<file path="src/rtl/serial_subtractor.sv">
// Bit-serial subtractor: computes a - b - bin one bit per clock, LSB first,
// through a single full-subtractor cell with a registered borrow.
module serial_subtractor #(
  parameter int WIDTH = 8
) (
  input  logic             clk,
  input  logic             rst,
  input  logic             start,
  input  logic [WIDTH-1:0] a,
  input  logic [WIDTH-1:0] b,
  input  logic             bin,
  output logic             busy,
  output logic             done,
  output logic [WIDTH-1:0] diff,
  output logic             bout
);

  localparam int            CW   = $clog2(WIDTH) + 1;
  localparam logic [CW-1:0] LAST = CW'(WIDTH - 1);

  typedef enum logic [1:0] {
    IDLE  = 2'd0,
    SHIFT = 2'd1,
    DONE  = 2'd2
  } state_t;

  state_t           r_state;
  state_t           w_next_state;

  logic [WIDTH-1:0] r_a_sr;
  logic [WIDTH-1:0] r_b_sr;
  logic [WIDTH-1:0] r_d_sr;
  logic             r_br_q;
  logic [CW-1:0]    r_cnt;
  logic [WIDTH-1:0] r_diff;
  logic             r_bout;

  logic             w_a0;
  logic             w_b0;
  logic             w_d;
  logic             w_br;
  logic [WIDTH-1:0] w_d_next;
  logic             w_accept;
  logic             w_last;

  // Full-subtractor cell on the current LSBs and the chained borrow.
  assign w_a0 = r_a_sr[0];
  assign w_b0 = r_b_sr[0];
  assign w_d  = w_a0 ^ w_b0 ^ r_br_q;
  assign w_br = (~w_a0 & w_b0) | (~(w_a0 ^ w_b0) & r_br_q);

  assign w_accept = (r_state == IDLE) && start;
  assign w_last   = (r_state == SHIFT) && (r_cnt == LAST);

  // A one-bit result register has no upper bits to shift down.
  generate
    if (WIDTH == 1) begin : g_w1
      assign w_d_next = w_d;
    end else begin : g_wn
      assign w_d_next = {w_d, r_d_sr[WIDTH-1:1]};
    end
  endgenerate

  // NOTE: sequential state uses non-blocking (<=) so every flop samples
  // pre-edge values regardless of process ordering.
  always_ff @(posedge clk) begin
    if (rst) r_state <= IDLE;
    else     r_state <= w_next_state;
  end

  // NOTE: defaulting every combinational output first keeps this process
  // free of inferred latches on paths the case does not mention.
  always_comb begin
    w_next_state = r_state;
    case (r_state)
      IDLE:    if (start)  w_next_state = SHIFT;
      SHIFT:   if (w_last) w_next_state = DONE;
      DONE:    w_next_state = IDLE;
      default: w_next_state = IDLE;
    endcase
  end

  always_comb begin
    busy = (r_state == SHIFT);
    done = (r_state == DONE);
  end

  always_ff @(posedge clk) begin
    if (rst) begin
      r_a_sr <= '0;
      r_b_sr <= '0;
      r_d_sr <= '0;
      r_br_q <= 1'b0;
      r_cnt  <= '0;
      r_diff <= '0;
      r_bout <= 1'b0;
    end else if (w_accept) begin
      r_a_sr <= a;
      r_b_sr <= b;
      r_br_q <= bin;
      r_cnt  <= '0;
    end else if (r_state == SHIFT) begin
      r_a_sr <= r_a_sr >> 1;
      r_b_sr <= r_b_sr >> 1;
      r_d_sr <= w_d_next;
      r_br_q <= w_br;
      r_cnt  <= r_cnt + 1'b1;
      // Results only move on the completing edge so they hold between ops.
      if (w_last) begin
        r_diff <= w_d_next;
        r_bout <= w_br;
      end
    end
  end

  assign diff = r_diff;
  assign bout = r_bout;

endmodule

</file>
<file path="config.mk">
export PLATFORM = sky130hd
export DESIGN_NAME = serial_subtractor
export DESIGN_NICKNAME = d
export VERILOG_FILES = /design/src/rtl/serial_subtractor.sv
export SDC_FILE = /design/constraint.sdc
export NUM_CORES = 1
export LEC_CHECK = 0
export ABC_AREA = 1
export BUFFER_PORTS_ARGS = -buffer_cell sky130_fd_sc_hd__buf_2
export CELL_PAD_IN_SITES_DETAIL_PLACEMENT = 0
export CELL_PAD_IN_SITES_GLOBAL_PLACEMENT = 1
export CORE_MARGIN = 5
export CORE_UTILIZATION = 35
export CTS_CLUSTER_SIZE = 20
export DETAILED_ROUTE_END_ITERATION = 6
export PLACE_DENSITY_LB_ADDON = 0.1
export SLEW_MARGIN = 0
export SYNTH_ARGS = -nofsm -noshare
export SYNTH_HDL_FRONTEND = slang
export SYNTH_SLANG_ARGS = --single-unit
</file>
<file path="constraint.sdc">
create_clock -name clk -period 1.25 [get_ports clk]
set_input_delay 0.0625 -clock clk [delete_from_list [all_inputs] [get_ports clk]]
set_output_delay 0.0625 -clock clk [all_outputs]
set_load 0.005 [all_outputs]
</file>
==> metrics list, run 1 <==
* Run status: finished clean
- In this run the worst hold path is classified as in -> reg.
* Slew Limit Headroom: about four fifths
* Ratio of cells with drive above 1 in the final layout: ~28%
- 0 antenna diodes ended up in the layout.
* WL per Instance: between 10 and 15 um
* Arrival time reported for the critical path endpoint: between 1 and 1.5 ns
- Total Wirelength: between 4 and 5 mm
* Global-route wire length before repair: 7.39 mm
- Placer Congestion: roughly 0.74
- Die Height: between 80 and 90 um
* Least-Margin Pin Slew: between 0.3 and 0.4 ns
* Endpoints failing hold: 0
- Ports: 31
* TritonCTS clock tree: yes
* Core Footprint: roughly 4800 um2
- Setup total negative slack on the finished layout was measured at 0 ns.
- Max-slew violation total from the final report: 0
- Maximum net fanout on the critical path: 6
- Period utilisation layout: between 90 and 100%
- The number of antenna violations at the first check in global routing is 0.
* Final-stage net count: around 320
- The worst setup path is launched from a flip-flop.
* Critical Path End Type: flip-flop
- Clock-pin slew was measured on the worst setup and hold paths at roughly 0.08 ns.
- Clock insertion delay at the later pin of the skew report: 0.29 ns
* Distinct cell type count after synthesis: 22
- Final setup viols: 0
- VDD IR-drop max: 0.764 mV
* Global-route usage over all layers: between 10% and 20%
- Setup repair after global routing could not meet its margin everywhere.
* Count of state elements after synthesis: 39
* Initial core utilization: 36.2%
- The H-tree generated during clock tree synthesis spans 2 levels.
* Power density of the placed cells: 1150 nW/um2
- The wire-length estimate of the detail-placed layout is approximately 3.2 mm.
- Compared with the post-synthesis result, the final layout area differs by 29.2%.
- For this run, the register share of the synthesized area comes to 45.3%.
- Grt total ovfl: 0
- The floorplan step set the die width to 80.1 um.
* DRC violation total after the first TritonRoute iteration: 72
- Synthesized netlist cell count: around 240
* Pre-Repair DR Iteration Count: 4
* Largest net degree at the start of global routing: 23
- The layout has about 530 filler cells.
- Required time of the worst setup path: 1.44 ns
- A synthesized cell averages a little over 7 um2.
* Number of standard-cell rows in the floorplan: 25
* Combined area of all synthesized cells: 1720 um2
- Worst clock skew: just under 0.008 ns
* Pleak: around 1.1 nW
* Final critical path time including I/O delays and setup: approximately 1.2 ns
- Root buffer cell: clkbuf_8
- After detailed routing, the number of remaining DRC violations is 0.
- TritonCTS created 5 clock buffers.
- Number of vias after detailed routing: between 1500 and 2000
* Maximum clock rate: between 800 and 900 MHz
* Number of warnings issued by yosys: 0
- Antenna Violating Nets Remaining: 0
* Die footprint: about 6400 um2
* Number of global-route vias before repair: ~1600
- Number of buffers added on ports: 30
- For this design, the sink count on the clock tree is 39.
- The design draws 2.55 mW.
* Ratio of routed vias to standard cells: around 4.6
* Net Count, Synth: roughly 260
- Deepest clock path buffer count: 2
* Type of the worst setup path: reg -> reg
- Max-cap violations: 0
==> registers in the layout, summed over array words and instances, names as in the netlist <==
register / cells
r_br_q: 1
r_d_sr: 7
r_cnt: 4
r_state: 2
r_a_sr: 8
r_b_sr: 8
bout: 1
diff: 8
==> worst paths after layout <==
path / startpoint / endpoint / slack (ns) / cells past startpoint
max reg2reg: r_cnt[0] / diff[5] / 0.06 / 7
max: r_cnt[0] / diff[5] / 0.06 / 7
min: a[7] / r_a_sr[7] / 0.02 / 3
min reg2reg: r_d_sr[1] / r_d_sr[1] / 0.46 / 2
==> cells by family (layout without fill, tap and decap cells) <==
group / Yosys count / after routing / synth area share (%)
buffers and inverters: 25 / 77 / 6.69
XOR/XNOR: 1 / 1 / 0.509
AND/OR/NAND/NOR: 160 / 161 / 41.5
adder cells (fa/ha/maj): 2 / 2 / 1.89
AO/OA/AOI/OAI: 14 / 14 / 4.07
flip-flops: 39 / 39 / 45.3
==> layout by cell type (no fill, tap or decap), types with 2 or more instances in the layout <==
cell type / instances
a21oi_1: 6
buf_2: 30
buf_4: 26
buf_6: 2
clkbuf_8: 5
clkinv_2: 3
dfxtp_1: 35
dfxtp_2: 3
inv_1: 9
inv_2: 2
nand2_1: 70
nand2_2: 3
nand3_1: 38
nand4_1: 11
nor2_1: 33
nor2_4: 3
o21ai_0: 6
o21ai_1: 2
==> area by class of cell <==
cell class / count / area (um2) / area share (%)
multi-input combinational: 178 / 860 / 38.6
sequential: 39 / 788 / 35.4
timing repair buffer: 58 / 368 / 16.5
tap: 67 / 83.8 / 3.77
clock buffer: 5 / 68.8 / 3.09
inverter: 11 / 41.3 / 1.86
clock inverter: 3 / 15.0 / 0.675
==> Yosys cell counts (all sizes together) <==
| cell | count | area share (%) |
|---|---|---|
| a21oi | 6 | 1.7 |
| buf | 12 | 3.9 |
| clkbuf | 2 | 0.44 |
| dfxtp | 39 | 45 |
| fa | 1 | 1.2 |
| ha | 1 | 0.73 |
| inv | 11 | 2.4 |
| nand2 | 74 | 17 |
| nand3 | 38 | 11 |
| nand4 | 11 | 4.0 |
| nor2 | 37 | 9.6 |
| o21ai | 8 | 2.3 |
| xor2 | 1 | 0.51 |
==> where the power goes <==
group | switching [mW] | total (mW) | internal, mW
Combinational | 0.212 | 0.374 | 0.162
Sequential | 0.0401 | 1.34 | 1.30
Clock | 0.455 | 0.838 | 0.382
==> through the flow <==
stage / setup slack (ns) / hold WS (ns) / instances / util [%] / cell area [um2]
after CTS: 0.00793 / 0.00989 / 361 / 46.1 / 2190
after global placement: 0.0145 / 0.323 / 351 / 43.8 / 2080
after floorplan: 0.0209 / 0.205 / 241 / - / 1720
final: 0.0571 / 0.0236 / 361 / 46.8 / 2220
after global routing: -0.0208 / 0.0330 / 361 / 46.8 / 2220
after detailed placement: -0.0888 / 0.322 / 351 / 43.8 / 2080
==> worst max-delay path, stage by stage, from the launching register on <==
cell and delay [ns]:
dfxtp_2 0.35, ha_4 0.14, nand2_2 0.07, nor2_4 0.15, nand2_4 0.10, buf_4 0.15
nand3_1 0.06, nand2_1 0.07
==> repair_timing <==
item | CTS | global route
gates cloned | 1 | 0
endpoints found under the setup margin | 10 | 13
resized for setup | 5 | 9
setup buffers | 1 | 0
hold buffers | 0 | 0
pin swaps | 1 | 5
==> routing by layer <==
layer | track usage (%) | share of wire (%) | up-vias
met5 | 0 | 0 | -
met4 | 6.08 | 1.9 | 0
met3 | 3.59 | 3.9 | 9
met2 | 20.9 | 42 | 30
met1 | 21.7 | 52 | 733
li1 | - | - | 886
Power figures use the tool's default switching activity.
==> run 2, diff against run 1 <==
- clock period: 1.25 -> 1 ns (I/O delays scaled with it)
==> metrics list, run 2 (synthesis gave the netlist of run 1 again) <==
- At the end of routability-driven placement, the weighted congestion stood at 0.757.
- Grt total ovfl: 0
- List of cells traversed by the critical path: nor2_8 -> buf_12 -> buf_12 -> buf_6
- After layout, the design draws a total of ~3.5 mW.
- Final-stage net count: 324
- Global-route usage over all layers: between 10% and 20%
- Period utilisation layout: 117%
- After detailed routing, the total wire length is 4.82 mm.
- Register-to-Register Setup Slack: -0.12 ns
- Die W: approximately 80 um
- Number of vias after detailed routing: around 1700
- In this design, the stage delay of the slowest critical-path cell is approximately 0.42 ns.
* Ports: 31
- Number of antenna violations at the first check in global routing: 0
- CP Depth: 4
* Number of buffers added on ports: 30
- In this run the static leakage power is 1.25 nW.
- The cell sitting at the root of the clock tree is a clkbuf_8.
* Type of the worst setup path: reg -> out
- Setup violations remaining at the end of the flow were counted as 37.
- The worst-case IR drop observed on VDD is between 0.8 and 0.9 mV.
- The number of global-route vias before repair was 1703.
- CP startpoint kind: flip-flop
- Clock insertion delay at the later pin of the skew report: slightly below 0.3 ns
* Clock Sink Count: 39
- Max-cap violations in this run came to 0.
* WL per Instance: 13.1 um
- Failing checks: negative setup slack
* Antenna Violating Nets Remaining: 0
- In this run the power density over the cells is approximately 1300 nW/um2.
- The core region is roughly 4800 um2.
- Summing all placed instances gives a cell area of about 2200 um2.
* Slowest library cell on the worst path: dfxtp_4
- Final antenna diode count: 0
- Compared with the post-synthesis result, the final layout area differs by 54.9%.
- STA puts the critical path data required time at roughly 0.95 ns.
- Pre-Repair DR Iteration Count: 4
- R2R depth: 8
- Leading cell types in the layout, fill and taps excluded: nand2_1 (64), dfxtp_1 (32), buf_2 (29)
* Maximum clock rate: roughly 860 MHz
- Counting instances, the worst hold path has a depth of 3.
- Row generation in the floorplan step produced 25 rows.
- Least-Margin Pin Slew: 0.321 ns
- Detailed Place HPWL: 3.35 mm
- Arrival time reported for the critical path endpoint: approximately 1.1 ns
* Slew Limit Headroom: 78.6%
- Worst clock skew: slightly below 0.008 ns
* Family with the most delay on the worst path: flip-flops
- TritonCTS built the clock tree.
- Entering global routing, the biggest net connects 16 pins.
- Initial core utilization: a little over a third
- Deepest clock path buffer count: 2
- The library cell used most frequently in the layout, excluding fill and tap cells, is nand2_1.
- Minimum setup slack in the final design: -0.169 ns
- Clock-pin slew was measured on the worst setup and hold paths at approximately 0.070 ns.
* Critical Path End Type: primary output
- The post-route netlist has ~44% of its cells at a drive strength greater than 1.
- Final cell area excluding filler cells: around 2700 um2
- Final critical path time including I/O delays and setup: 1.17 ns
- Die footprint: around 6400 um2
- Counting the buffers created by CTS gives 5.
- In the routed design, unresolved DRC markers number 0.
* Number of hold buffers added after CTS: 0
* Global-route wire length before repair: roughly 8.3 mm
- Crit-path most repeated cell: buf_12
- Maximum net fanout on the critical path: 3
- The H-tree generated during clock tree synthesis spans 2 levels.
- The final-report hold violation count was 0.
* Ratio of routed vias to standard cells: 4.65
- Setup repair after global routing could not meet its margin everywhere.
* DRC violation total after the first TritonRoute iteration: slightly below 90
- Run status: complete, but fails checks
- The path class of the tightest hold or removal check is in -> reg.
* Crit path buf inv count: 3
- Max-slew violation total from the final report: 0
* Die Height: 80.1 um
-- run 2: cell count changes in the layout (fill, tap and decap cells not counted), sizes merged --
cell    change
clkbuf      +1
buf         +9
clkinv      -2
-- run 2: layout make-up --
| type | instances | area [um2] |
|---|---|---|
| inverter | 11 | 48.8 |
| sequential | 39 | 795 |
| clock inverter | 1 | 5.00 |
| clock buffer | 6 | 82.6 |
| tap | 67 | 83.8 |
| timing repair buffer | 67 | 576 |
| fill | 480 | 2090 |
| multi-input combinational | 178 | 1080 |
-- run 2: repair_timing --
action / CTS / global route
resized for setup: 37 / 50
pin swaps: 15 / 22
setup buffers: 5 / 4
setup endpoints to repair: 41 / 41
cloned: 1 / 0
-- run 2: layer usage --
metal | share of wire (%) | track usage [%]
met5 | 0 | 0
met4 | 1.0 | 5.57
met3 | 3.6 | 3.92
met2 | 44 | 24.2
met1 | 52 | 24.5
-- run 2: final timing paths --
kind	start	endpoint
worst max register to register	r_cnt[0]	diff[0]
worst min-delay path	a[7]	r_a_sr[7]
worst min register to register	diff[6]	diff[6]
worst max-delay path	r_state[1]	busy
-- run 2: per-stage QoR --
stage | worst slack [ns] | instances | utilization, % | hold WS [ns] | TNS [ns]
6_report | -0.169 | 369 | 56.1 | 0.0118 | -3.42
5_1_grt | -0.221 | 369 | 56.1 | 0.00983 | -5.84
4_1_cts | -0.162 | 366 | 51.5 | 0.00133 | -4.46
3_5_place_dp | -0.181 | 353 | 45.9 | 0.314 | -3.22
3_3_place_gp | -0.131 | 353 | 45.9 | 0.311 | -3.10
2_1_floorplan | -0.112 | 241 | - | 0.193 | -1.02
-- run 2: power by group --
part,leakage [nW],internal [mW],switching (mW)
Sequential,0.322,1.63,0.0624
Clock,0.0470,0.541,0.535
Combinational,0.883,0.351,0.356
Total,1.25,2.52,0.954
-- run 2: worst register-to-register path, cell delays in order, from the launching register on --
cell     delay, ns
dfxtp_2       0.36
ha_4          0.15
nand2_4       0.05
nor2_4        0.11
buf_4         0.12
buf_6         0.09
nand3_2       0.04
nand2_1       0.06
nor2_1        0.03
